[config.mk]
export PLATFORM = sky130hd
export DESIGN_NAME = multicycle_control
export DESIGN_NICKNAME = d
export VERILOG_FILES = /design/src/rtl/mc_ctrl_pkg.sv /design/src/rtl/mc_mem_timeout.sv /design/src/rtl/multicycle_control.sv
export SDC_FILE = /design/constraint.sdc
export NUM_CORES = 1
export LEC_CHECK = 0
export CELL_PAD_IN_SITES_DETAIL_PLACEMENT = 1
export CELL_PAD_IN_SITES_GLOBAL_PLACEMENT = 2
export CORE_AREA = 5 5 69 71
export CTS_BUF_LIST = sky130_fd_sc_hd__clkbuf_4 sky130_fd_sc_hd__clkbuf_8
export DETAILED_ROUTE_END_ITERATION = 10
export DIE_AREA = 0 0 74 76
export PLACE_DENSITY_LB_ADDON = 0.12
export SLEW_MARGIN = 20
export SYNTH_ARGS = -nofsm -noshare
export SYNTH_HDL_FRONTEND = slang
export SYNTH_SLANG_ARGS = --single-unit
[constraint.sdc]
create_clock -name clk_i -period 1.47 [get_ports clk_i]
set_input_delay 0.147 -clock clk_i [delete_from_list [all_inputs] [get_ports clk_i]]
set_output_delay 0.147 -clock clk_i [all_outputs]
set_load 0.1 [all_outputs]
[src/rtl/mc_ctrl_pkg.sv]
// Shared control codes for the multi-cycle MIPS controller: state encodings, opcodes,
// ALU operation selects and datapath mux selects used by the control FSM, ALU control and datapath.
package mc_ctrl_pkg;

    typedef enum logic [3:0] {
        ST_IDLE     = 4'd0,
        ST_FETCH    = 4'd1,
        ST_DECODE   = 4'd2,
        ST_R_EXEC   = 4'd3,
        ST_R_WB     = 4'd4,
        ST_I_EXEC   = 4'd5,
        ST_I_WB     = 4'd6,
        ST_MEM_ADDR = 4'd7,
        ST_MEM_RD   = 4'd8,
        ST_MEM_WR   = 4'd9,
        ST_LW_WB    = 4'd10,
        ST_BRANCH   = 4'd11,
        ST_JUMP     = 4'd12,
        ST_JAL      = 4'd13
    } state_t;

    typedef logic [5:0] opcode_t;

    localparam opcode_t OP_RTYPE = 6'b000000;
    localparam opcode_t OP_J     = 6'b000010;
    localparam opcode_t OP_JAL   = 6'b000011;
    localparam opcode_t OP_BEQ   = 6'b000100;
    localparam opcode_t OP_ADDI  = 6'b001000;
    localparam opcode_t OP_ORI   = 6'b001101;
    localparam opcode_t OP_LW    = 6'b100011;
    localparam opcode_t OP_SW    = 6'b101011;

    localparam logic [1:0] ALU_OP_FUNCT = 2'b00;
    localparam logic [1:0] ALU_OP_ADD   = 2'b01;
    localparam logic [1:0] ALU_OP_OR    = 2'b10;
    localparam logic [1:0] ALU_OP_SUB   = 2'b11;

    localparam logic [1:0] ALU_SRC_B_RT      = 2'b00;
    localparam logic [1:0] ALU_SRC_B_FOUR    = 2'b01;
    localparam logic [1:0] ALU_SRC_B_IMM     = 2'b10;
    localparam logic [1:0] ALU_SRC_B_IMM_SL2 = 2'b11;

    localparam logic [1:0] PC_SRC_ALU    = 2'b00;
    localparam logic [1:0] PC_SRC_ALUOUT = 2'b01;
    localparam logic [1:0] PC_SRC_JUMP   = 2'b10;

    // States that wait on the memory ready handshake and therefore run the timeout counter.
    function automatic logic is_mem_wait(input state_t s);
        return (s == ST_FETCH) || (s == ST_MEM_RD) || (s == ST_MEM_WR);
    endfunction

endpackage

[src/rtl/mc_mem_timeout.sv]
// Memory-wait timeout: counts consecutive not-ready cycles in a waiting state and raises a
// sticky error on the MEM_TMO-th such cycle; ready in that same cycle still completes normally.
module mc_mem_timeout #(
    parameter int TMO_W   = 4,
    parameter int MEM_TMO = 15
) (
    input  logic clk_i,
    input  logic rst_i,
    input  logic wait_active,
    input  logic mem_ready,
    output logic timeout,
    output logic mem_err
);

    localparam logic [TMO_W-1:0] TMO_LAST = TMO_W'(MEM_TMO - 1);

    logic [TMO_W-1:0] wait_cnt;

    assign timeout = wait_active && !mem_ready && (wait_cnt == TMO_LAST);

    always_ff @(posedge clk_i) begin
        if (rst_i) begin
            wait_cnt <= '0;
            mem_err  <= 1'b0;
        end else begin
            if (wait_active && !mem_ready && !timeout) begin
                wait_cnt <= wait_cnt + 1'b1;
            end else begin
                wait_cnt <= '0;
            end
            if (timeout) begin
                mem_err <= 1'b1;
            end
        end
    end

endmodule

[src/rtl/multicycle_control.sv]
// Multi-cycle MIPS control FSM driving the shared-memory datapath enables each cycle.
// Optional JAL support is compiled in when the JAL_EN macro is defined.
//
// state     | meaning
// IDLE      | waiting for start_i
// FETCH     | read instruction at PC, PC+4, wait for mem_ready_i
// DECODE    | register read, branch target into ALUOut
// R_EXEC    | R-type ALU operation
// R_WB      | write ALUOut to rd
// I_EXEC    | addi/ori ALU operation with immediate
// I_WB      | write ALUOut to rt
// MEM_ADDR  | lw/sw effective address
// MEM_RD    | data read, wait for mem_ready_i
// MEM_WR    | data write, wait for mem_ready_i
// LW_WB     | write MDR to rt
// BRANCH    | beq compare, conditional PC load
// JUMP      | PC load from jump target
// JAL       | PC load from jump target, link PC+4 into $31
module multicycle_control
    import mc_ctrl_pkg::*;
#(
    parameter int OP_W    = 6,
    parameter int TMO_W   = 4,
    parameter int MEM_TMO = 15
) (
    input  logic            clk_i,
    input  logic            rst_i,
    input  logic            start_i,
    input  logic [OP_W-1:0] op_i,
    input  logic            mem_ready_i,
    output logic            pc_write_o,
    output logic            pc_write_cond_o,
    output logic [1:0]      pc_src_o,
    output logic            iord_o,
    output logic            mem_read_o,
    output logic            mem_write_o,
    output logic            ir_write_o,
    output logic            reg_dst_o,
    output logic            mem_to_reg_o,
    output logic            reg_write_o,
    output logic            alu_src_a_o,
    output logic [1:0]      alu_src_b_o,
    output logic [1:0]      alu_op_o,
    output logic            illegal_o,
    output logic            mem_err_o,
`ifdef JAL_EN
    output logic            jal_link_o,
`endif
    output logic [3:0]      state_o
);

    state_t  state;
    state_t  state_next;
    opcode_t opcode;
    logic    decode_illegal;
    logic    mem_timeout;

    assign opcode  = opcode_t'(op_i);
    assign state_o = state;

    mc_mem_timeout #(
        .TMO_W   (TMO_W),
        .MEM_TMO (MEM_TMO)
    ) u_mem_timeout (
        .clk_i       (clk_i),
        .rst_i       (rst_i),
        .wait_active (is_mem_wait(state)),
        .mem_ready   (mem_ready_i),
        .timeout     (mem_timeout),
        .mem_err     (mem_err_o)
    );

    always_ff @(posedge clk_i) begin
        if (rst_i) begin
            state     <= ST_IDLE;
            illegal_o <= 1'b0;
        end else begin
            state     <= state_next;
            illegal_o <= decode_illegal;
        end
    end

    always_comb begin
        state_next     = state;
        decode_illegal = 1'b0;
        case (state)
            ST_IDLE:     if (start_i) state_next = ST_FETCH;
            ST_FETCH: begin
                if (mem_timeout)      state_next = ST_IDLE;
                else if (mem_ready_i) state_next = ST_DECODE;
            end
            ST_DECODE: begin
                case (opcode)
                    OP_RTYPE:       state_next = ST_R_EXEC;
                    OP_ADDI, OP_ORI: state_next = ST_I_EXEC;
                    OP_LW, OP_SW:   state_next = ST_MEM_ADDR;
                    OP_BEQ:         state_next = ST_BRANCH;
                    OP_J:           state_next = ST_JUMP;
`ifdef JAL_EN
                    OP_JAL:         state_next = ST_JAL;
`endif
                    default: begin
                        state_next     = ST_FETCH;
                        decode_illegal = 1'b1;
                    end
                endcase
            end
            ST_R_EXEC:   state_next = ST_R_WB;
            ST_I_EXEC:   state_next = ST_I_WB;
            ST_MEM_ADDR: state_next = (opcode == OP_SW) ? ST_MEM_WR : ST_MEM_RD;
            ST_MEM_RD: begin
                if (mem_timeout)      state_next = ST_IDLE;
                else if (mem_ready_i) state_next = ST_LW_WB;
            end
            ST_MEM_WR: begin
                if (mem_timeout)      state_next = ST_IDLE;
                else if (mem_ready_i) state_next = ST_FETCH;
            end
            ST_R_WB, ST_I_WB, ST_LW_WB, ST_BRANCH, ST_JUMP, ST_JAL: state_next = ST_FETCH;
            default:     state_next = ST_IDLE;
        endcase
    end

    // Only FETCH looks at mem_ready_i directly: IR and PC load in the cycle the read completes.
    always_comb begin
        pc_write_o      = 1'b0;
        pc_write_cond_o = 1'b0;
        pc_src_o        = PC_SRC_ALU;
        iord_o          = 1'b0;
        mem_read_o      = 1'b0;
        mem_write_o     = 1'b0;
        ir_write_o      = 1'b0;
        reg_dst_o       = 1'b0;
        mem_to_reg_o    = 1'b0;
        reg_write_o     = 1'b0;
        alu_src_a_o     = 1'b0;
        alu_src_b_o     = ALU_SRC_B_RT;
        alu_op_o        = ALU_OP_FUNCT;
`ifdef JAL_EN
        jal_link_o      = 1'b0;
`endif
        case (state)
            ST_FETCH: begin
                mem_read_o  = 1'b1;
                ir_write_o  = mem_ready_i;
                pc_write_o  = mem_ready_i;
                alu_src_b_o = ALU_SRC_B_FOUR;
                alu_op_o    = ALU_OP_ADD;
            end
            ST_DECODE: begin
                alu_src_b_o = ALU_SRC_B_IMM_SL2;
                alu_op_o    = ALU_OP_ADD;
            end
            ST_R_EXEC: begin
                alu_src_a_o = 1'b1;
            end
            ST_R_WB: begin
                reg_dst_o   = 1'b1;
                reg_write_o = 1'b1;
            end
            ST_I_EXEC: begin
                alu_src_a_o = 1'b1;
                alu_src_b_o = ALU_SRC_B_IMM;
                alu_op_o    = (opcode == OP_ORI) ? ALU_OP_OR : ALU_OP_ADD;
            end
            ST_I_WB:     reg_write_o = 1'b1;
            ST_MEM_ADDR: begin
                alu_src_a_o = 1'b1;
                alu_src_b_o = ALU_SRC_B_IMM;
                alu_op_o    = ALU_OP_ADD;
            end
            ST_MEM_RD: begin
                mem_read_o = 1'b1;
                iord_o     = 1'b1;
            end
            ST_MEM_WR: begin
                mem_write_o = 1'b1;
                iord_o      = 1'b1;
            end
            ST_LW_WB: begin
                mem_to_reg_o = 1'b1;
                reg_write_o  = 1'b1;
            end
            ST_BRANCH: begin
                alu_src_a_o     = 1'b1;
                alu_op_o        = ALU_OP_SUB;
                pc_write_cond_o = 1'b1;
                pc_src_o        = PC_SRC_ALUOUT;
            end
            ST_JUMP: begin
                pc_write_o = 1'b1;
                pc_src_o   = PC_SRC_JUMP;
            end
`ifdef JAL_EN
            ST_JAL: begin
                pc_write_o  = 1'b1;
                pc_src_o    = PC_SRC_JUMP;
                reg_write_o = 1'b1;
                jal_link_o  = 1'b1;
            end
`endif
            default: ;
        endcase
    end

endmodule

# Word-level counts from Yosys, hierarchy flattened
# Cells that the tools add are included.
dict set report op_classes {
  n_addsub 1
  multipliers 0
  n_div 0
  n_lt_le_gt_ge 0
  eq_ne 24
  shift 0
  n_mux 25
  n_bitwise 2
  reduce_logical 22
}
# cell count
set op_table {}
lappend op_table {{$pmux W4 S9} 1}
lappend op_table {{$eq A4 B4 Y1 const B} 7}
lappend op_table {{$mux W4} 7}
lappend op_table {{$pmux W4 S5} 1}
lappend op_table {{$eq A4 B3 Y1 const B} 4}
lappend op_table {{$reduce_or A2 Y1} 7}
lappend op_table {{$eq A6 B4 Y1 const B} 2}
lappend op_table {{$eq A6 B6 Y1 const B} 2}
lappend op_table {{$pmux W2 S3} 2}
lappend op_table {{$mux W1} 11}
lappend op_table {{$ne A3 B2 Y1 const B} 3}
lappend op_table {{$eq A4 B2 Y1 const B} 2}
lappend op_table {{$reduce_or A7 Y1} 1}
lappend op_table {{$eq A6 B2 Y1 const B} 1}
lappend op_table {{$eq A6 B3 Y1 const B} 1}
lappend op_table {{$logic_not A6 Y1} 1}
lappend op_table {{$reduce_or A3 Y1} 2}
lappend op_table {{$reduce_or A6 Y1} 1}
lappend op_table {{$add A4 B1 Y4 const B} 1}
lappend op_table {{$eq A4 B1 Y1 const B} 1}
lappend op_table {{$logic_not A4 Y1} 1}
lappend op_table {{$pmux W2 S2} 1}
lappend op_table {{$reduce_and A4 Y1} 1}
lappend op_table {{$reduce_or A4 Y1} 1}
lappend op_table {{7 further kinds} 12}
dict set report totals {
  register_bits 10
  latch_bits 0
  mem_bits_rw 0
  rom_bits 0
  out_inout_bits 22
  word_cells 78
  mem_count 0
}

# Depth between registers and ports, before layout
# Gate-level depths: netlist of run 1.
dict set report logic_depth {
  ltp_word 9
  depth_mapped 6
}

# By module
# From an unflattened synthesis of run 1, not the netlist that was laid out.
dict set report hier_totals {
  hier_cells 121
  hier_area_um2 890.9
}
# module n_inst cells_per_inst area_per_inst_um2 seq_area_each_um2
set modules_own_cells {}
lappend modules_own_cells {multicycle_control 1 101 688.2 100.1}
lappend modules_own_cells {mc_mem_timeout 1 20 202.7 100.1}

# Worst setup path after synthesis of run 1
# No wires, ideal clock.
dict set report synth_path {
  path_type {register -> output}
  from {register state[1], in the netlist state_o[1]}
  to {output pc_write_o}
  t_arrival_ns 4.098
  slack_ns -2.775
  path_stages_with_launch 5
  path_cell_list {dfxtp_1 -> buf_2 -> or2_2 -> nor3_1 -> or2_2}
}
dict set report synth_via {
  elab_chain_len 2
  word_cells_on_any_way 3
  classes_between {eq/ne: 2; mux: 1}
}
# element line_no
set synth_lines {}
lappend synth_lines {{start: declaration} multicycle_control.sv:52} ;# state_t state;
lappend synth_lines {{start signal: assignment} multicycle_control.sv:78} ;# state <= state_next;
lappend synth_lines {{$eq A4 B4 Y1 or $eq A4 B1 Y1 (tied branches)} multicycle_control.sv:142} ;# case (state)
lappend synth_lines {{$pmux W1 S2 (*)} multicycle_control.sv:142}
lappend synth_lines {{end: declaration} multicycle_control.sv:31} ;# output logic pc_write_o,
# Every way passes the cells marked *; elsewhere a longest branch is shown, timed or not.

# Worst setup path in the final report of run 1
dict set report layout_path {
  from {register state[0], in the netlist state_o[0]}
  to {output pc_write_o}
}
# Same word-level chain as after synthesis.

==> impl_results.md, run 1 <==
* Synthesized cell area at 859.6 sq um
* Drt wl/cell at 15.20 microns
* Vias in the first global route at 1151
* Fmax at 0.6247 GHz
* Multi-input gate area at 847.1 sq um
* Max Cap Violations at 0
* Final period utilization at 108.9%
* Number of synthesized register bits at 10
* Clock Sinks at 10
* Largest stage delay, worst path at 0.36 ns
* Top-area cell type share of the netlist area at 23.29%
* Sequential share of power at 21.8%
* Maximum VDD drop at 0.0005605 V
* Buffers and inverters on the worst path at 2
* Total Power at 1.327 mW
* Max_slew headroom at 80.87%
* CTS tree: yes
* Crit-path slowest cell: dfxtp_4
* Fraction of power spent switching nets at 40.03%
* Via density at 4.796
* Synth-to-Final Area Change at 141.3%
* Fillers at 458
* # IOs at 32
* CP cell instances: or2b_1 -> buf_6 -> nor3_4 -> or2_4 -> buf_12
* CP endpoint kind: primary output
* Final Hold Vio Count at 0
* Total Nets Final at 196
* Initial DRC Count at 11
* RSZ-0062 raised after global routing: yes
* Clock transition time at the flip-flop clock pins of the worst setup and hold paths at 0.05 ns
* Most instantiated cells after synthesis: 21 x nor2_1, 10 x dfxtp_1, 7 x a21oi_1, 7 x nor3_1, 6 x nand2b_1
* Top delay family on crit path: simple AND/OR/NAND/NOR gates
* Seq. cell area at 216.5 sq um
* Yosys cell types at 42
* Fin. max-slew vios at 0
* CP required at 1.32 ns
* FFs w/ async S/R, synth at 0%
* Crit Path Max Fanout at 3
* # diodes at 0
* Minimum clock period after layout at 1.601 ns
* Kind of critical path: flip-flop to primary output
* Skew-Pair Late Insertion Delay at 0.24 ns
* Initial antenna violation count at 0
* Root Driver: clkbuf_8
* Worst slew pin tran at 0.2850 ns
* Drc violations at 0
* Nature of the critical path startpoint: flip-flop
* Worst Path Arrival at 1.45 ns
* Status: finished with violations
* Die X at 74 microns
* PortBufs at 31
* Num CTS Buffers at 3
* Max H-tree Level at 1
* PnR worst setup slack at -0.1307 ns
* Die Area at 5624 sq um
* Post-Route M1 WL at 1555 microns
* Power Dens Cells at 639.5 nW/um^2
* Initial Utilization at 20.59%
* Net Count, Synth at 127
* Leakage Power at 0.8124 nW
* Pint at 795.6 uW
* Top post-synthesis cells by area: dfxtp_1 23%, nor2_1 9.2%, nand2b_1 4.4%
* DP HPWL at 2688 microns
* Hold_buf cts at 0
* Routed wl met3 at 109 microns
* Leading area contributor after synthesis: dfxtp_1
* Global-route wire length before repair at 5706 microns
* Final setup violating endpoints at 11
* Layout cells sized above 1 at 60.66%
* Final Util at 49.70%
* Gp weighted congestion at 0.7672
* Min-delay worst type: flip-flop to flip-flop
* Synth warn at 0
* Routed via count at 1127
* Num rows at 24
* GRT overflow at 0
* Post-synth top flop: dfxtp_1
* Drt total wl at 3573 microns
* Register area share after synthesis at 23.29%
* Metal2 WL at 1877 microns
* Die Y at 76 microns
* Count leader, synth: nor2_1
* Net Switching at 531.1 uW
* Clock buffer depth at 2
* Post-synthesis area per instance at 7.475 sq um
* Final antenna-violating net count at 0
* Number of synthesized flops with an enable pin at 0
* Drt pass-1 iters at 4
* Top sig layer: met4
* Largest net degree at the start of global routing at 16
* GRT Util Overall at 12.55%
* Failing checks: negative setup slack
* Cell count after synthesis at 115
* Core region area at 4174 sq um
* Logic pwr share at 54.0%
* Clock power frac at 24.2%
* Skew final at 0.01252 ns
-- layout by cell type (no fill, tap or decap), drive strengths merged, types with 2 or more instances in the layout --
master and n:
a21oi 8, dfxtp 10, a21boi 3, nand2b 7, and3b 2, xor2 3, ha 2, a31oi 2
nor2 21, nor3 7, o211ai 2, buf 61, and3 4, nor4 2, or2 2, xnor2 3
nand2 5, nand3b 2, clkdlybuf4s50 6, nand4 2, clkbuf 5, inv 4, dlygate4sd2 3
-- through the flow --
| step | hold WS [ns] | setup slack, ns | std cells | TNS (ns) | instance area (sq um) |
|---|---|---|---|---|---|
| after detailed placement | 0.5288 | -0.3479 | 214 | -1.409 | 1769 |
| after floorplan | 0.2003 | -0.8201 | 115 | -4.790 | 1085 |
| after global routing | 0.5397 | -0.2208 | 235 | -1.745 | 2074 |
| final | 0.5084 | -0.1307 | 235 | -0.8254 | 2074 |
| after CTS | 0.5107 | -0.1282 | 227 | -0.9869 | 1922 |
| after global placement | 0.5021 | -0.3169 | 214 | -1.125 | 1769 |
-- layout make-up --
class	count	share of cell area [%]
well taps	52	3.136
flip-flops and latches	10	10.43
inverters	4	0.7238
multi-input cells	94	40.83
repair buffers	71	42.52
clock buffers	4	2.352
-- repair_timing --
| item | CTS | global route |
|---|---|---|
| pin swaps | 8 | 10 |
| setup endpoints to repair | 17 | 21 |
| gates resized for setup | 15 | 21 |
| setup buffers | 9 | 8 |
-- metal layers --
layer / up-vias / track usage [%]
li1: 556 / -
met1: 543 / 15.37
met2: 23 / 22.25
met3: 5 / 2.111
met4: 0 / 2.899
met5: - / 0
-- worst paths after layout --
kind                                                start  slack [ns]  cells past startpoint                   endpoint
worst min register to register  u_mem_timeout.wait_cnt[0]        0.51                      2  u_mem_timeout.wait_cnt[0]
worst max-delay path                           state_o[0]       -0.13                      5                 pc_write_o
worst max register to register                 state_o[0]       -0.06                      4                 state_o[3]
worst min-delay path            u_mem_timeout.wait_cnt[0]        0.51                      2  u_mem_timeout.wait_cnt[0]
-- power by group through the flow --
stage                     combinational, mW  clock, mW  sequential [mW]
final                                 0.716      0.321            0.289
after floorplan                       0.340          0            0.338
after global placement                0.624          0            0.296
after CTS                             0.668      0.331            0.291
after detailed placement              0.630          0            0.296
after global routing                  0.751      0.353            0.291
-- state kept, by name (all words and copies together) (netlist names) --
name and cells:
illegal_o 1, state_o 4, u_mem_timeout.wait_cnt 4, u_mem_timeout.mem_err 1
-- worst register-to-register path: stages (launching register included) --
cell,delay (ns)
dfxtp_4,0.35
or4b_4,0.57
o32ai_4,0.28
o211ai_1,0.14
a21oi_2,0.12
-- cells by family after synthesis --
logic type	share of synthesized area [%]
AO/OA/AOI/OAI	22.12
adder cells (fa/ha/maj)	2.911
flip-flops	23.29
buffers and inverters	6.258
XOR/XNOR	6.115
AND/OR/NAND/NOR	39.30
Power figures use the tool's default switching activity.
==> run 2: changes to the inputs <==
REMOVE_ABC_BUFFERS = 1   (was not set)
==> run 2 against run 1 <==
  * The flow still finishes with violations (negative setup slack)
  * Count of clock-buffer cells in the layout unchanged
  * Largest power group unchanged
  * Utilization down 0.090 points
  * Sequential share of layout area hardly changed
  * Combinational power down 1%
  * Critical endpoint unchanged
  * Clock skew is 0.0036 ns lower
  * First-iteration DRC count grew to 3.0 times the previous value
  * Design area down 0.18%
  * Hold slack barely moved
  * Fmax is 0.45% lower
==> impl_results.md, run 2 (synthesis results as in run 1) <==
* Status: finished with violations (unchanged)
* Failing checks: negative setup slack (unchanged)
* Most frequent cells in the layout: 31 x buf_4, 22 x buf_12, 14 x buf_6, 12 x nor2_1 (was 28 x buf_4, 23 x buf_12, 12 x nor2_1, 9 x nor2_4, 8 x buf_6)
* Die X at 74 microns (unchanged)
* GRT Util Overall at 13.04% (was 12.55%)
* Nature of the critical path startpoint: flip-flop (unchanged)
* Clock transition time at the flip-flop clock pins of the worst setup and hold paths at 0.05 ns (about the same)
* Clock buffer depth at 2 (unchanged)
* Final Hold Vio Count at 0 (unchanged)
* Drt pass-1 iters at 4 (unchanged)
* Commonest non-fill, non-tap cell in the layout: buf_4 (unchanged)
* Largest net degree at the start of global routing at 10 (was 16)
* Initial antenna violation count at 0 (unchanged)
* Layout Cells excl Fill at 242 (was 235)
* Gp weighted congestion at 0.8279 (was 0.7672)
* Max Cap Violations at 0 (unchanged)
* Final antenna-violating net count at 0 (unchanged)
* Setup TNS at -1.347 ns (was -0.8254 ns)
* Drc violations at 0 (unchanged)
* PortBufs at 31 (unchanged)
* CP required at 1.32 ns (about the same)
* Max H-tree Level at 1 (unchanged)
* FF-to-FF path depth at 5 (was 4)
* Minimum clock period after layout at 1.608 ns (was 1.601 ns)
* PnR worst setup slack at -0.1379 ns (was -0.1307 ns)
* R2r setup slk at -0.14 ns (was -0.06 ns)
* Worst Path Arrival at 1.46 ns (was 1.45 ns)
* Skew-Pair Late Insertion Delay at 0.24 ns (about the same)
* Fin. max-slew vios at 0 (unchanged)
* Max_slew headroom at 77.66% (was 80.87%)
* Power Dens Cells at 652.5 nW/um^2 (was 639.5 nW/um^2)
* Hold WS at 0.5087 ns (was 0.5084 ns)
* Fmax at 0.6219 GHz (was 0.6247 GHz)
* DP HPWL at 2729 microns (was 2688 microns)
* Die Area at 5624 sq um (unchanged)
* Num CTS Buffers at 3 (unchanged)
* Skew final at 0.008878 ns (was 0.01252 ns)
* Total Nets Final at 203 (was 196)
* RSZ-0062 raised after global routing: yes (unchanged)
* CP endpoint kind: primary output (unchanged)
* Worst slew pin tran at 0.3333 ns (was 0.2850 ns)
* Vias in the first global route at 1225 (was 1151)
* # diodes at 0 (unchanged)
* Drt wl/cell at 14.76 microns (was 15.20 microns)
* Crit Path Max Fanout at 5 (was 3)
* Worst Setup SP: state_o[1] (was state_o[0])
* Layout cells sized above 1 at 60.53% (was 60.66%)
* Initial DRC Count at 33 (was 11)
* Hold_buf cts at 0 (unchanged)
* Global-route wire length before repair at 5754 microns (was 5706 microns)
* Num rows at 24 (unchanged)
* Maximum VDD drop at 0.0006065 V (was 0.0005605 V)
* CTS tree: yes (unchanged)
* Routed via count at 1141 (was 1127)
* Kind of critical path: flip-flop to primary output (unchanged)
* Placed insts at 226 (was 214)
* Min-delay worst type: flip-flop to flip-flop (unchanged)
* Hold Path Stages at 2 (unchanged)
* # IOs at 32 (unchanged)
* Core region area at 4174 sq um (unchanged)
* Crit Reg-Reg Startpoint: state_o[1] (was state_o[0])
* End of the critical path: pc_write_o (unchanged)
* Worst r2r dst: state_o[3] (unchanged)
* Die Y at 76 microns (unchanged)
* Leakage Power at 0.8362 nW (was 0.8124 nW)
* Synth-to-Final Area Change at 140.9% (was 141.3%)
* Drt total wl at 3571 microns (was 3573 microns)
* Final period utilization at 109.4% (was 108.9%)
* GRT overflow at 0 (unchanged)
* Clock Sinks at 10 (unchanged)
* Via density at 4.715 (was 4.796)
* Initial Utilization at 20.59% (unchanged)
* Final setup violating endpoints at 14 (was 11)
* Root Driver: clkbuf_8 (unchanged)
* Fillers at 472 (was 458)
-- run 2: layer usage --
metal	global-route usage, %	vias to the layer above	part of all wire, %
met5	0	-	0
met4	2.717	0	0.62
met1	14.39	554	41
met2	24.47	19	54
met3	3.034	4	3.7
li1	-	564	-
-- run 2: final cells by class --
type,count,area [sq um],area share (%)
Multi-Input combinational cell,94,772.0,37.28
Tap cell,52,65.06,3.142
Timing Repair Buffer,78,944.7,45.62
Sequential cell,10,216.5,10.45
Clock buffer,4,55.05,2.659
Inverter,4,17.52,0.8459
-- run 2: worst max-delay path, cell delays in order (launching register included) --
cell and delay, ns:
dfxtp_4 0.37, buf_6 0.12, or2_4 0.25, nor3_4 0.17
or2_4 0.15, buf_12 0.16
-- run 2: where the power goes --
group / leakage (nW) / switching (mW) / internal (mW) / total [mW]
clock network: 0.0288 / 0.119 / 0.236 / 0.355
logic: 0.723 / 0.396 / 0.311 / 0.707
registers: 0.0844 / 0.0119 / 0.277 / 0.289
-- run 2: worst min-delay path by stage --
stage                              start  slack (ns)                   endpoint
2_1_floorplan                      rst_i        0.21                 state_o[3]
3_3_place_gp   u_mem_timeout.wait_cnt[0]        0.51  u_mem_timeout.wait_cnt[0]
3_5_place_dp   u_mem_timeout.wait_cnt[0]        0.53  u_mem_timeout.wait_cnt[0]
4_1_cts        u_mem_timeout.wait_cnt[0]        0.52  u_mem_timeout.wait_cnt[0]
5_1_grt        u_mem_timeout.wait_cnt[0]        0.54  u_mem_timeout.wait_cnt[0]
6_report       u_mem_timeout.wait_cnt[0]        0.51  u_mem_timeout.wait_cnt[0]
-- run 2: timing repair --
item                       4_1_cts  5_1_grt
buffers inserted                11        3
setup endpoints to repair       24       23
pin swaps                       15       10
cloned                           0        0
resized for setup               52       24
-- run 2: through the flow --
step           power [mW]  cell area [sq um]  util (%)  setup slack (ns)
3_3_place_gp       0.8987               1679     40.23           -0.3479
5_1_grt             1.422               2071     49.61           -0.2072
2_1_floorplan      0.6218              820.8         -            -3.035
4_1_cts             1.330               1958     46.91           -0.1626
3_5_place_dp       0.9049               1679     40.23           -0.4249
6_report            1.351               2071     49.61           -0.1379
==> run 3: changes to the inputs <==
CORE_AREA = 5 5 70 72   (was 5 5 69 71)
DIE_AREA = 0 0 75 77   (was 0 0 74 76)
SYNTH_HIERARCHICAL = 1   (was not set)
TNS_END_PERCENT = 20   (was not set)
==> run 3 against run 2 <==
  * Clock power fell by 21%
  * Die area grew 2.7%
  * First-iteration DRC count rose by 18%
  * Largest power group unchanged
  * The run still ends with negative setup slack left
  * Final cell count up 5.8%
  * Register-to-register slack barely moved
  * Fmax is 2.1% lower
  * Largest cell class unchanged
  * Hold slack better by 0.0093 ns
  * Via count increased by 12%
==> impl_results.md, run 3 <==
* PnR worst setup slack at -0.1728 ns (was -0.1379 ns)
* FFs w/ async S/R, synth at 0% (unchanged)
* Skew final at 0.004193 ns (was 0.008878 ns)
* Nature of the critical path startpoint: flip-flop (unchanged)
* Die Area at 5775 sq um (was 5624 sq um)
* Fmax at 0.6087 GHz (was 0.6219 GHz)
* Num rows at 24 (unchanged)
* Place WS at -0.3680 ns (was -0.4249 ns)
* # diodes at 0 (unchanged)
* Hold WS at 0.5180 ns (was 0.5087 ns)
* Root Driver: clkbuf_8 (unchanged)
* GRT Util Overall at 15.08% (was 13.04%)
* Kind of critical path: flip-flop to primary output (unchanged)
* Die Y at 77 microns (was 76 microns)
* Top-area cell type share of the netlist area at 22.47% (was 23.29%)
* GRT overflow at 0 (unchanged)
* Initial Utilization at 21.04% (was 20.59%)
* Drc violations at 0 (unchanged)
* Vias in the first global route at 1368 (was 1225)
* Most frequent cells in the layout: 47 x buf_4, 23 x buf_12, 9 x nand2_1, 7 x buf_6 (was 31 x buf_4, 22 x buf_12, 14 x buf_6, 12 x nor2_1)
* Commonest non-fill, non-tap cell in the layout: buf_4 (unchanged)
* Failing checks: negative setup slack (unchanged)
* # IOs at 32 (unchanged)
* Max H-tree Level at 1 (unchanged)
* Maximum VDD drop at 0.0007959 V (was 0.0006065 V)
* Final antenna-violating net count at 0 (unchanged)
* Clock buffer depth at 2 (unchanged)
* Leakage Power at 0.9289 nW (was 0.8362 nW)
* Global-route wire length before repair at 6886 microns (was 5754 microns)
* Num CTS Buffers at 3 (unchanged)
* Yosys cell types at 41 (was 42)
* RSZ-0062 raised after global routing: yes (unchanged)
* Total Power at 2.407 mW (was 1.351 mW)
* R2r setup slk at -0.14 ns (about the same)
* Skew-Pair Late Insertion Delay at 0.23 ns (was 0.24 ns)
* Power Dens Cells at 1082 nW/um^2 (was 652.5 nW/um^2)
* Final setup violating endpoints at 23 (was 14)
* Multi-input gate area at 825.8 sq um (was 772.0 sq um)
* Crit Path Max Fanout at 6 (was 5)
* Final Hold Vio Count at 0 (unchanged)
* Synth-to-Final Area Change at 149.7% (was 140.9%)
* Seq. cell area at 210.2 sq um (was 216.5 sq um)
* Cell count after synthesis at 121 (was 115)
* Die X at 75 microns (was 74 microns)
* Clock Sinks at 10 (unchanged)
* PortBufs at 31 (unchanged)
* CP endpoint kind: primary output (unchanged)
* Minimum clock period after layout at 1.643 ns (was 1.608 ns)
* Fin. max-slew vios at 0 (unchanged)
* Min-delay worst type: flip-flop to flip-flop (unchanged)
* Fillers at 468 (was 472)
* Drt total wl at 4282 microns (was 3571 microns)
* Leading area contributor after synthesis: dfxtp_1 (unchanged)
* Max_slew headroom at 76.55% (was 77.66%)
* Routed via count at 1275 (was 1141)
* Drt wl/cell at 16.73 microns (was 14.76 microns)
* Drt pass-1 iters at 4 (unchanged)
* Final period utilization at 111.8% (was 109.4%)
* DP HPWL at 2827 microns (was 2729 microns)
* Layout cells sized above 1 at 63.73% (was 60.53%)
* Max Cap Violations at 0 (unchanged)
* Core region area at 4234 sq um (was 4174 sq um)
* Status: finished with violations (unchanged)
* Top post-synthesis cells by area: dfxtp_1 22%, nor2_1 5.9%, nand2_1 4.2% (was dfxtp_1 23%, nor2_1 9.2%, nand2b_1 4.4%)
* Worst slew pin tran at 0.3469 ns (was 0.3333 ns)
* Number of synthesized flops with an enable pin at 0 (unchanged)
* Synth warn at 6 (was 0)
* Register area share after synthesis at 22.47% (was 23.29%)
* Initial antenna violation count at 0 (unchanged)
* Post-synthesis area per instance at 7.362 sq um (was 7.475 sq um)
* Worst Path Arrival at 1.50 ns (was 1.46 ns)
* Count leader, synth: nor2_1 (unchanged)
* CTS tree: yes (unchanged)
* CP required at 1.32 ns (about the same)
* Initial DRC Count at 39 (was 33)
* Number of synthesized register bits at 10 (unchanged)
* Via density at 4.980 (was 4.715)
* Final Util at 52.54% (was 49.61%)
* Total Nets Final at 218 (was 203)
* Clock transition time at the flip-flop clock pins of the worst setup and hold paths at 0.05 ns (about the same)
* Largest net degree at the start of global routing at 12 (was 10)
* Post-synth top flop: dfxtp_1 (unchanged)
* Gp weighted congestion at 0.8211 (was 0.8279)
* Setup TNS at -2.185 ns (was -1.347 ns)
* Most instantiated cells after synthesis: 14 x nor2_1, 10 x dfxtp_1, 10 x nand2_1 (was 21 x nor2_1, 10 x dfxtp_1, 7 x a21oi_1, 7 x nor3_1, 6 x nand2b_1)
* Synthesized cell area at 890.9 sq um (was 859.6 sq um)
## run 3: cell types whose count changed in the layout (fill, tap and decap cells not counted), sizes merged, moves of 3 or more
cell	change
buf	+11
nor2	-7
a21oi	-5
nand2	+5
nand3	+5
nor4b	+4
o21ai	+4
nand2b	-3
nor2b	+3
nor3b	+3
## run 3: cell families after synthesis
family	synth area share (%)
and+or+nand+nor	39.75
AOI/OAI and AO/OA	20.93
buffers and inverters	7.864
DFF	22.47
xor gates and xnor gates	4.917
adders and majority gates	2.809
muxes	1.264
## run 3: final cells by class
cell class / instances / share of cell area (%)
Timing Repair Buffer: 90 / 47.98
Multi-Input combinational cell: 97 / 37.12
Sequential cell: 10 / 9.449
Tap cell: 52 / 2.925
Clock buffer: 3 / 1.856
Inverter: 4 / 0.6749
## run 3: where the power goes
| group | internal (mW) | leakage (nW) | switching, mW |
|---|---|---|---|
| clock network | 0.179 | 0.0216 | 0.101 |
| logic | 0.788 | 0.824 | 1.03 |
| registers | 0.293 | 0.0834 | 0.0208 |
## run 3: final timing paths
check,startpoint,endpoint,cells past startpoint
worst max-delay path,state_o[0],alu_op_o[0],6
worst min-delay path,u_mem_timeout/wait_cnt[0],u_mem_timeout/wait_cnt[0],2
worst max register to register,state_o[3],state_o[3],8
worst min register to register,u_mem_timeout/wait_cnt[0],u_mem_timeout/wait_cnt[0],2
## run 3: per-stage QoR
stage	area, sq um	std cells
floorplan	835.8	111
global placement	1717	232
detailed placement	1717	232
CTS	2113	255
global route	2225	256
finish	2225	256
## run 3: routing by layer
metal | global-route usage (%) | wire length [microns]
met1 | 18.62 | 1802
met2 | 26.48 | 2260
met3 | 1.569 | 136
met4 | 4.804 | 82
met5 | 0 | 0
## run 3: critical path, cell delays in order, from the launching register on
cell and delay, ns:
dfxtp_2 0.35, buf_6 0.14, nor2b_4 0.19, nand2b_4 0.14, o21ai_2 0.05, a32o_2 0.23, buf_12 0.17
## run 3: what timing repair did
item                                    CTS  global route
gates cloned                              2             0
buffers inserted                         18             1
pin swaps                                14             7
gates resized for setup                  56            20
hold buffers                              0             0
endpoints found under the setup margin   21            25
==> edit 1: new RTL, settings of run 3 <==
`TMO_W` is set to 4 in 2 places; all go to 6.
--- a/src/rtl/mc_mem_timeout.sv
+++ b/src/rtl/mc_mem_timeout.sv
@@ -3,3 +3,3 @@
 module mc_mem_timeout #(
-    parameter int TMO_W   = 4,
+    parameter int TMO_W   = 6,
     parameter int MEM_TMO = 15
--- a/src/rtl/multicycle_control.sv
+++ b/src/rtl/multicycle_control.sv
@@ -22,3 +22,3 @@
     parameter int OP_W    = 6,
-    parameter int TMO_W   = 4,
+    parameter int TMO_W   = 6,
     parameter int MEM_TMO = 15
Formal check against the unedited RTL: same outputs for any inputs over 10 cycles, from zero or initial values and one cycle with rst_i high; that may be too few to reach the edited logic, so the function may still have changed.
==> edit 1 against run 3 <==
The run still ends with setup timing left; utilization is 3.3 points higher; power increased by 5.4%; sequential cell count rose by 2; worst setup slack worse by 0.069 ns; clock skew shrank 0.0020 ns; wire length grew 10%; synthesized cell count increased by 9.1%; global-route usage increased by 1.1 points; synthesized area up 10%; final area up 6.2%; critical path type is now reg -> reg; critical endpoint is now state_o[1]$_SDFFE_PP0P_.
==> edit 1: results (changes against run 3) <==
Status
Status: complete, but fails checks (unchanged). Failing checks: setup timing (unchanged).

Global routing
The routing usage on met2 was 27.7% (was 26.5%). The met1 usage in global routing came to 19.0% (was 18.6%). The met3 usage is 2.75% (was 1.57%). The global router's overall resource usage is 16.2% (was 15.1%). The number of global-route vias before repair is 1486 (was 1368).

Synthesis
The mean instance size in the synthesized netlist is 7.44 um^2 (was 7.36 um^2). The post-synthesis cell type count is 43 (was 41). The area fraction of the dominant cell type after synthesis is 24.5% (was 22.5%). Ranking of synthesized cells by area: sky130_fd_sc_hd__dfxtp_1, sky130_fd_sc_hd__nor2_1, sky130_fd_sc_hd__nand2_1 (unchanged). Cell types with the highest counts after synthesis: sky130_fd_sc_hd__nor2_1, sky130_fd_sc_hd__dfxtp_1, sky130_fd_sc_hd__nand2_1 (unchanged).

Timing
The final count of negative-setup-slack endpoints is 17 (was 23). The final critical-path setup slack came to -0.242 ns (was -0.173 ns).

Pwr
The part of the power in combinational logic came to 72.9% (was 75.3%). The fraction of power spent switching nets came to 45.8% (was 47.7%). The peak supply drop is 0.421 mV (was 0.796 mV). The total clock network power is 303 uW (was 280 uW).

Critical path
The stage delay of the slowest cell on the critical path is 0.33 ns (was 0.35 ns). The category of cells accounting for the largest share of critical-path delay is simple AND/OR/NAND/NOR gates (was flip-flops). The largest fanout of any net on the critical path came to 3 (was 6).

Drt
The via density per instance came to 5.16 (was 4.98). The post-route met1 wirelength is 1950 um (was 1800 um). The total number of vias is 1372 (was 1275).

Layout
The number of nets at the end of the flow was 228 (was 218).

Placement
The total placed cells including tap cells is 243 (was 232).
## edit 1: logic make-up after synthesis
family                     share of synthesized area [%]
xor gates and xnor gates                            5.35
and+or+nand+nor                                     38.2
muxes                                               1.15
buffers and inverters                               7.52
AOI/OAI and AO/OA                                   20.8
adders and majority gates                           2.55
DFF                                                 24.5
## edit 1: layout make-up
cell class,instances,area [um^2],share of cell area [%]
clock buffer,3,41.3,1.75
inverter,5,18.8,0.794
multi-input combinational,105,872,36.9
sequential,12,259,11.0
tap,52,65.1,2.75
timing repair buffer,89,1110,46.9
## edit 1: final timing paths
check | endpoint | depth (start not counted) | slack, ns
max | state_o[1]$_SDFFE_PP0P_ | 8 | -0.24
min | u_mem_timeout/wait_cnt[5]$_SDFF_PP0_ | 2 | 0.50
max reg2reg | state_o[1]$_SDFFE_PP0P_ | 8 | -0.24
min reg2reg | u_mem_timeout/wait_cnt[5]$_SDFF_PP0_ | 2 | 0.50
==> edit 2: new RTL, settings of run 3 <==
Without the edit above. Register the output `mem_err_o`, with the module's reset; this adds one clock of latency there. The other outputs are not delayed to match.
--- a/src/rtl/multicycle_control.sv
+++ b/src/rtl/multicycle_control.sv
@@ -51,2 +51,4 @@
 
+    logic mem_err_d;
+
     state_t  state;
@@ -69,3 +71,3 @@
         .timeout     (mem_timeout),
-        .mem_err     (mem_err_o)
+        .mem_err     (mem_err_d)
     );
@@ -205,2 +207,10 @@
 
+    always_ff @(posedge clk_i) begin
+        if (rst_i) begin
+            mem_err_o <= '0;
+        end else begin
+            mem_err_o <= mem_err_d;
+        end
+    end
+
 endmodule
Behaviour: no difference found for any inputs over 10 cycles, from zero or initial values and one cycle with rst_i high; that may be too few to reach the edited logic, so the function may still have changed.
==> edit 2 against run 3 <==
The run still ends with setup timing left; highest routed layer unchanged; register-to-register slack got worse by 0.07 ns; wire length down 13%; synthesized area is 1.7% higher; synthesized cell count did not move; sequential cell count up 1; via count is 9.3% lower; power up 3.5%; final cell count is 5.9% lower; worst setup slack lost 0.048 ns; sequential power grew 11%; final area shrank 9.8%; count of clock-buffer cells in the layout grew 1; critical path depth is 1 lower.
==> edit 2: results (changes against run 3) <==
Timing
The transition at the pin with the smallest max-transition slack came to 0.355 ns (was 0.347 ns). The final critical-path setup slack came to -0.220 ns (was -0.173 ns). The final count of negative-setup-slack endpoints was 17 (was 23). The maximum clock skew at final layout is 0.00640 ns (was 0.00419 ns). The final hold slack is 0.497 ns (was 0.518 ns).

Global routing
The routing usage on met2 came to 22.6% (was 26.5%). The global router's overall resource usage is 12.6% (was 15.1%). The met3 usage is 1.44% (was 1.57%).

The first-pass GRT wire length is 5790 um (was 6890 um).

Drt
The detail-routed net length per standard cell was 15.5 um (was 16.7 um). The number of detailed-route iterations in the first pass is 3 (was 4). The via density per instance is 4.80 (was 4.98). The met3 wirelength from detailed routing is 129 um (was 136 um). The number of violations reported at the end of detailed-routing iteration 0 is 9 (was 39).

Critical path
The reg-to-reg startpoint was state_o[0]$_SDFFE_PP0P_ (was state_o[3]$_SDFFE_PP0P_). The endpoint arrival time on the critical path is 1.54 ns (was 1.50 ns). The number of cells traversed by the worst register-to-register path is 9 (was 8). The internal reg-to-reg setup slack was -0.21 ns (was -0.14 ns).

The critical path's slowest cell is sky130_fd_sc_hd__or3_4 (was sky130_fd_sc_hd__dfxtp_2). The largest fanout of any net on the critical path is 7 (was 6). The category of cells accounting for the largest share of critical-path delay is simple AND/OR/NAND/NOR gates (was flip-flops).

Worst hold path
The end point of the worst hold path is mem_err_o$_SDFF_PP0_ (was u_mem_timeout/wait_cnt[0]$_SDFF_PP0_). The number of cells traversed by the worst hold path was 1 (was 2).

Synthesis
The post-synthesis cell type count is 43 (was 41). The fraction of the yosys area taken by sequential cells came to 24.3% (was 22.5%).

Placement
The setup slack after placement came to -0.445 ns (was -0.368 ns). The area after detailed placement is 1670 um^2 (was 1720 um^2).

Layout
The number of nets at the end of the flow was 202 (was 218). The fraction of layout cells with a size suffix above 1 came to 56.6% (was 63.7%).

Status
Failing checks: setup timing (unchanged). Status: complete, but fails checks (unchanged).
==> edit 2: cell count changes after synthesis, sizes merged, moves of 3 or more <==
cell,delta
nand3b,+3
a32oi,-3
nor4,+3
nand2,-5
clkbuf,+3
buf,-5
nor4b,-4
a21oi,+3
==> edit 2: cells by family after synthesis <==
kind of cell	Yosys count	share of synthesized area (%)
and+or+nand+nor	65	42.3
AOI/OAI and AO/OA	23	17.3
buffers and inverters	14	7.46
DFF	11	24.3
xor gates and xnor gates	5	4.84
adders and majority gates	2	2.76
muxes	1	1.11
==> edit 2: report_power, final <==
part           total [mW]  internal, mW  leakage, nW  switching, mW
clock network       0.329         0.209       0.0262          0.120
registers           0.348         0.327       0.0908         0.0208
logic                1.81         0.719        0.704           1.10
total                2.49          1.26        0.821           1.24
==> edit 2: cell type report <==
type	count	area, um^2
well taps	52	65.1
repair buffers	72	856
multi-input cells	96	790
clock buffers	4	48.8
fillers	487	2230
inverters	6	22.5
flip-flops and latches	11	225
